[src/rtl/shift_counter_param.sv]
// Parametrised Johnson / ring shift counter with runtime mode select,
// up/down stepping, clock enable, synchronous load, illegal-state recovery,
// binary index decode and registered wrap / error pulses.
module shift_counter_param #(
    parameter  int unsigned WIDTH = 4,
    localparam int unsigned IW    = $clog2(2 * WIDTH)
) (
    input  logic             clk,
    input  logic             rst_n,
    input  logic             en,
    input  logic             up,
    input  logic             mode,
    input  logic             load,
    input  logic [WIDTH-1:0] load_val,
    output logic [WIDTH-1:0] q,
    output logic [IW-1:0]    idx,
    output logic             tc,
    output logic             err
);

    typedef enum logic {
        MODE_JOHNSON = 1'b0,
        MODE_RING    = 1'b1
    } mode_e;

    logic [WIDTH-1:0] cnt_q, cnt_d;
    mode_e            mode_q, mode_d;
    logic             tc_q, tc_d;
    logic             err_q, err_d;

    logic [IW-1:0]    idx_c;
    logic [IW-1:0]    last_idx;
    logic             cur_legal;

    // Johnson codes have at most one boundary between adjacent bits
    function automatic logic johnson_legal(input logic [WIDTH-1:0] v);
        logic [WIDTH-2:0] edges;
        edges = v[WIDTH-2:0] ^ v[WIDTH-1:1];
        return $countones(edges) <= 1;
    endfunction

    function automatic logic is_legal(input logic [WIDTH-1:0] v, input mode_e m);
        if (m == MODE_RING) return $countones(v) == 1;
        return johnson_legal(v);
    endfunction

    function automatic logic [WIDTH-1:0] seed_of(input mode_e m);
        if (m == MODE_RING) return WIDTH'(1);
        return '0;
    endfunction

    // Decode the current state into its sequence position (0 when illegal)
    always_comb begin
        int unsigned ones;
        idx_c     = '0;
        cur_legal = is_legal(cnt_q, mode_q);
        ones      = $countones(cnt_q);
        if (cur_legal) begin
            if (mode_q == MODE_JOHNSON) begin
                if (!cnt_q[WIDTH-1]) idx_c = IW'(ones);
                else                 idx_c = IW'(2 * WIDTH - ones);
            end else begin
                for (int unsigned i = 0; i < WIDTH; i++) begin
                    if (cnt_q[i]) idx_c = IW'(i);
                end
            end
        end
        last_idx = (mode_q == MODE_RING) ? IW'(WIDTH - 1) : IW'(2 * WIDTH - 1);
    end

    // Per-edge action: mode switch > load > illegal recovery > step > hold
    always_comb begin
        cnt_d  = cnt_q;
        mode_d = mode_q;
        tc_d   = 1'b0;
        err_d  = 1'b0;
        if (mode_e'(mode) != mode_q) begin
            mode_d = mode_e'(mode);
            cnt_d  = seed_of(mode_e'(mode));
        end else if (load) begin
            if (is_legal(load_val, mode_q)) begin
                cnt_d = load_val;
            end else begin
                cnt_d = seed_of(mode_q);
                err_d = 1'b1;
            end
        end else if (!cur_legal) begin
            cnt_d = seed_of(mode_q);
            err_d = 1'b1;
        end else if (en) begin
            if (mode_q == MODE_RING) begin
                cnt_d = up ? {cnt_q[WIDTH-2:0], cnt_q[WIDTH-1]}
                           : {cnt_q[0], cnt_q[WIDTH-1:1]};
            end else begin
                cnt_d = up ? {cnt_q[WIDTH-2:0], ~cnt_q[WIDTH-1]}
                           : {~cnt_q[0], cnt_q[WIDTH-1:1]};
            end
            tc_d = up ? (idx_c == last_idx) : (idx_c == '0);
        end
    end

    // State register with asynchronous active-low clear
    always_ff @(posedge clk or negedge rst_n) begin
        if (!rst_n) begin
            cnt_q  <= '0;
            mode_q <= MODE_JOHNSON;
            tc_q   <= 1'b0;
            err_q  <= 1'b0;
        end else begin
            cnt_q  <= cnt_d;
            mode_q <= mode_d;
            tc_q   <= tc_d;
            err_q  <= err_d;
        end
    end

    assign q   = cnt_q;
    assign idx = idx_c;
    assign tc  = tc_q;
    assign err = err_q;

endmodule

[config.mk]
export PLATFORM = sky130hd
export DESIGN_NAME = shift_counter_param
export DESIGN_NICKNAME = d
export VERILOG_FILES = /design/src/rtl/shift_counter_param.sv
export SDC_FILE = /design/constraint.sdc
export NUM_CORES = 1
export LEC_CHECK = 0
export BUFFER_PORTS_ARGS = -buffer_cell sky130_fd_sc_hd__buf_4
export CAP_MARGIN = 10
export CORE_MARGIN = 3
export CORE_UTILIZATION = 56
export CTS_BUF_LIST = sky130_fd_sc_hd__clkbuf_8
export DETAILED_ROUTE_END_ITERATION = 16
export PLACE_DENSITY = 0.8
export SYNTH_ARGS = -nofsm -noshare
export SYNTH_HDL_FRONTEND = slang
export SYNTH_SLANG_ARGS = --single-unit
[constraint.sdc]
create_clock -name clk -period 2.8 [get_ports clk]
set_input_delay 0.28 -clock clk [delete_from_list [all_inputs] [get_ports clk]]
set_output_delay 0.28 -clock clk [all_outputs]
set_load 0.02 [all_outputs]
==> impl_metrics.toml <==
[sta]
slew_headroom = 0.5913
hold_violations = 0
finalSetupViolCount = 0
tightest_slew_ps = 613.1
fin_ws_ps = 27.59
min_period_ps = 2772
finalClockSkew_ps = 2.687
drv_slew = 0
fmax_mhz = 360.7
timing.final.crit_share = 0.9901

[min_path]
hold_path.startpoint = "mode"
whs_path_depth = 1
whs_endpoint = "mode_q"
hold_class = "in2reg"

[synthesis]
syn_nets = 121
ys_seq_area_frac = 0.1997
synth_top_area_frac = 0.1997
postSynthCellCount = 98
synth_area_um2 = 877.1
yosys_warnings = 0
avgSynthCellArea_um2 = 8.950
synth_area_leaders = "dfrtp_1 (20%), ha_1 (13%), fa_1 (9.1%)"
netlist-cell-type-count = 34
synth_top_area_cell = "dfrtp_1"
ys_seq_elements = 7

[power]
vdd_ir_drop_max_uv = 591.2
pwr_density_cell_nw_per_um2 = 591.6
power_leakage_nw = 0.5815

[floorplan]
die_area_um2 = 2077
core_um2 = 1383
start_util = 0.6344
die_h_um = 45.58
num_rows = 13
io_pins = 19
chipWidth_um = 45.58

[worst_setup_path]
end_kind = "primary output"
cp.required_ps = 2520
r2r.worst_path.cells = 11
r2r-end = "q[3]"
r2r_setup_slack_ps = 70
critical_path_class = "reg2out"
cp-start-kind = "flip-flop"
critPathMaxFanout = 5
worst_ep_arrival_time_ps = 2490
r2r-start = "q[1]"

[clock_network]
clk_pin_slew_ps = 40
clk_latency_ps = 230
cts_tree = "built"
cts_buffer_depth = 2
clk_root_buffer_cell = "clkbuf_8"
cts-htree-levels = 1
clkSinkCount = 7
cts_buffers = 3

[flow_run]
max-cap-violations = 0

[finish]
finalNetCount = 148
multiInputGateArea_um2 = 650.6
stdcell_count = 139
fillerInstances = 86
n_antenna_cell = 0
drive_gt1_frac = 0.3306
areaGrowthSynthToFinish_pct = 31.24
ff_latch_area_um2 = 175.2

[detailed_routing]
drtIter0Drc = 18
viasPerCell = 6.173
drcViolationCount = 0
wl_per_cell_um = 17.35
firstDrtPassIters = 4
detail_route.wirelength_um = 2412
postRouteAntennaNets = 0
num_vias = 858

[placement]
hpwl_um = 1645
place.gp.congestion = 0.8660
dpl_worst_slack_ps = 128.4
port_buffers = 18
numPlacedInstances = 130

[global_routing]
grt_pass1_vias = 800
grt_usage = 0.2533
antenna_found_initial = 0
grt_max_degree = 18
grt_remaining_overflow = 0
grt_pass1_wl_um = 3677

[run_status]
status = "completed"
## report_power, final
group | internal (mW) | leakage (nW) | switching [mW]
Clock | 0.0947 | 0.0269 | 0.0435
Sequential | 0.114 | 0.0907 | 0.0116
Combinational | 0.188 | 0.464 | 0.230
Total | 0.396 | 0.581 | 0.285
## Yosys cell counts, drive strengths merged
| cell type | instances |
|---|---|
| o2bb2ai | 2 |
| a22o | 1 |
| nand2 | 5 |
| a21boi | 1 |
| o21ai | 6 |
| inv | 17 |
| buf | 2 |
| a22oi | 3 |
| o211ai | 3 |
| a211oi | 3 |
| nand3 | 2 |
| xnor2 | 3 |
| a21oi | 4 |
| xor2 | 2 |
| and3b | 2 |
| nand3b | 1 |
| nand2b | 2 |
| a221oi | 1 |
| nor3 | 1 |
| o2111ai | 1 |
| fa | 4 |
| dfrtp | 7 |
| nor2 | 4 |
| clkbuf | 2 |
| a2111oi | 1 |
| a21o | 1 |
| nor2b | 6 |
| ha | 9 |
| mux2i | 1 |
| a41o | 1 |
## metrics by stage
step	hold WS (ps)	utilization	TNS (ps)	area [um^2]	power, mW
2_1_floorplan	-15.59	-	0	877.1	0.3563
3_3_place_gp	92.11	0.7403	0	1023	0.4557
3_5_place_dp	97.56	0.7403	0	1023	0.4621
4_1_cts	221.7	0.7855	0	1086	0.6095
5_1_grt	227.5	0.8326	-59.43	1151	0.7297
6_report	229.4	0.8326	0	1151	0.6810
## worst max-delay path: stages, from the launching register on
cell and delay (ps):
dfrtp_1 340, inv_1 90, fa_1 530, inv_1 50, ha_1 190, ha_1 330, inv_2 80, ha_4 140
nand3b_4 130, o2bb2ai_2 210, buf_4 170
## metal layers
layer / vias up / global-route usage / wire, um
met5: - / 0 / 0
li1: 390 / - / -
met4: 0 / 0.1228 / 27
met3: 6 / 0.03953 / 176
met1: 413 / 0.3202 / 981
met2: 49 / 0.4150 / 1226
## flip-flops by register name, indices dropped and copies added, names as in the netlist
| signal | cells |
|---|---|
| tc | 1 |
| err | 1 |
| mode_q | 1 |
| q | 4 |
## kinds of logic after synthesis
family / synth area share
buffers and inverters: 0.1070
adders and majority gates: 0.2197
AOI/OAI and AO/OA: 0.2454
muxes: 0.01141
DFF: 0.1997
xor gates and xnor gates: 0.04994
and+or+nand+nor: 0.1669
## placed cells by master, fill, tap and decap left out, drive strengths merged, types with 4 or more instances in the layout
| master | Yosys | final |
|---|---|---|
| buf | 2 | 25 |
| inv | 17 | 18 |
| ha | 9 | 9 |
| dfrtp | 7 | 7 |
| nor2b | 6 | 6 |
| o21ai | 6 | 6 |
| nand2 | 5 | 5 |
| nor2 | 4 | 4 |
| fa | 4 | 4 |
| a21oi | 4 | 4 |
## cell type report
class                      count  share of cell area
clock buffer                   3             0.03587
clock inverter                 1            0.003261
inverter                      17             0.05543
multi-input combinational     70              0.5652
sequential                     7              0.1522
tap                           15             0.01630
timing repair buffer          26              0.1717
## repair_timing
| action | 4_1_cts | 5_1_grt |
|---|---|---|
| pin swaps | 0 | 3 |
| hold endpoints to repair | 7 | 0 |
| setup endpoints to repair | 1 | 4 |
| hold buffers | 1 | 0 |
| setup buffers | 1 | 3 |
| gates resized for setup | 2 | 8 |
## how the worst max path moves through the flow
stage | startpoint | end | slack [ps] | cells past startpoint
after global placement | q[0] | q[2] | 230 | 11
after global routing | q[0] | idx[0] | -30 | 10
after CTS | q[1] | idx[1] | 2 | 11
after floorplan | q[3] | idx[1] | 30 | 9
after detailed placement | q[3] | q[0] | 130 | 11
final | q[1] | idx[0] | 30 | 10
(Power assumes the default switching activity.)
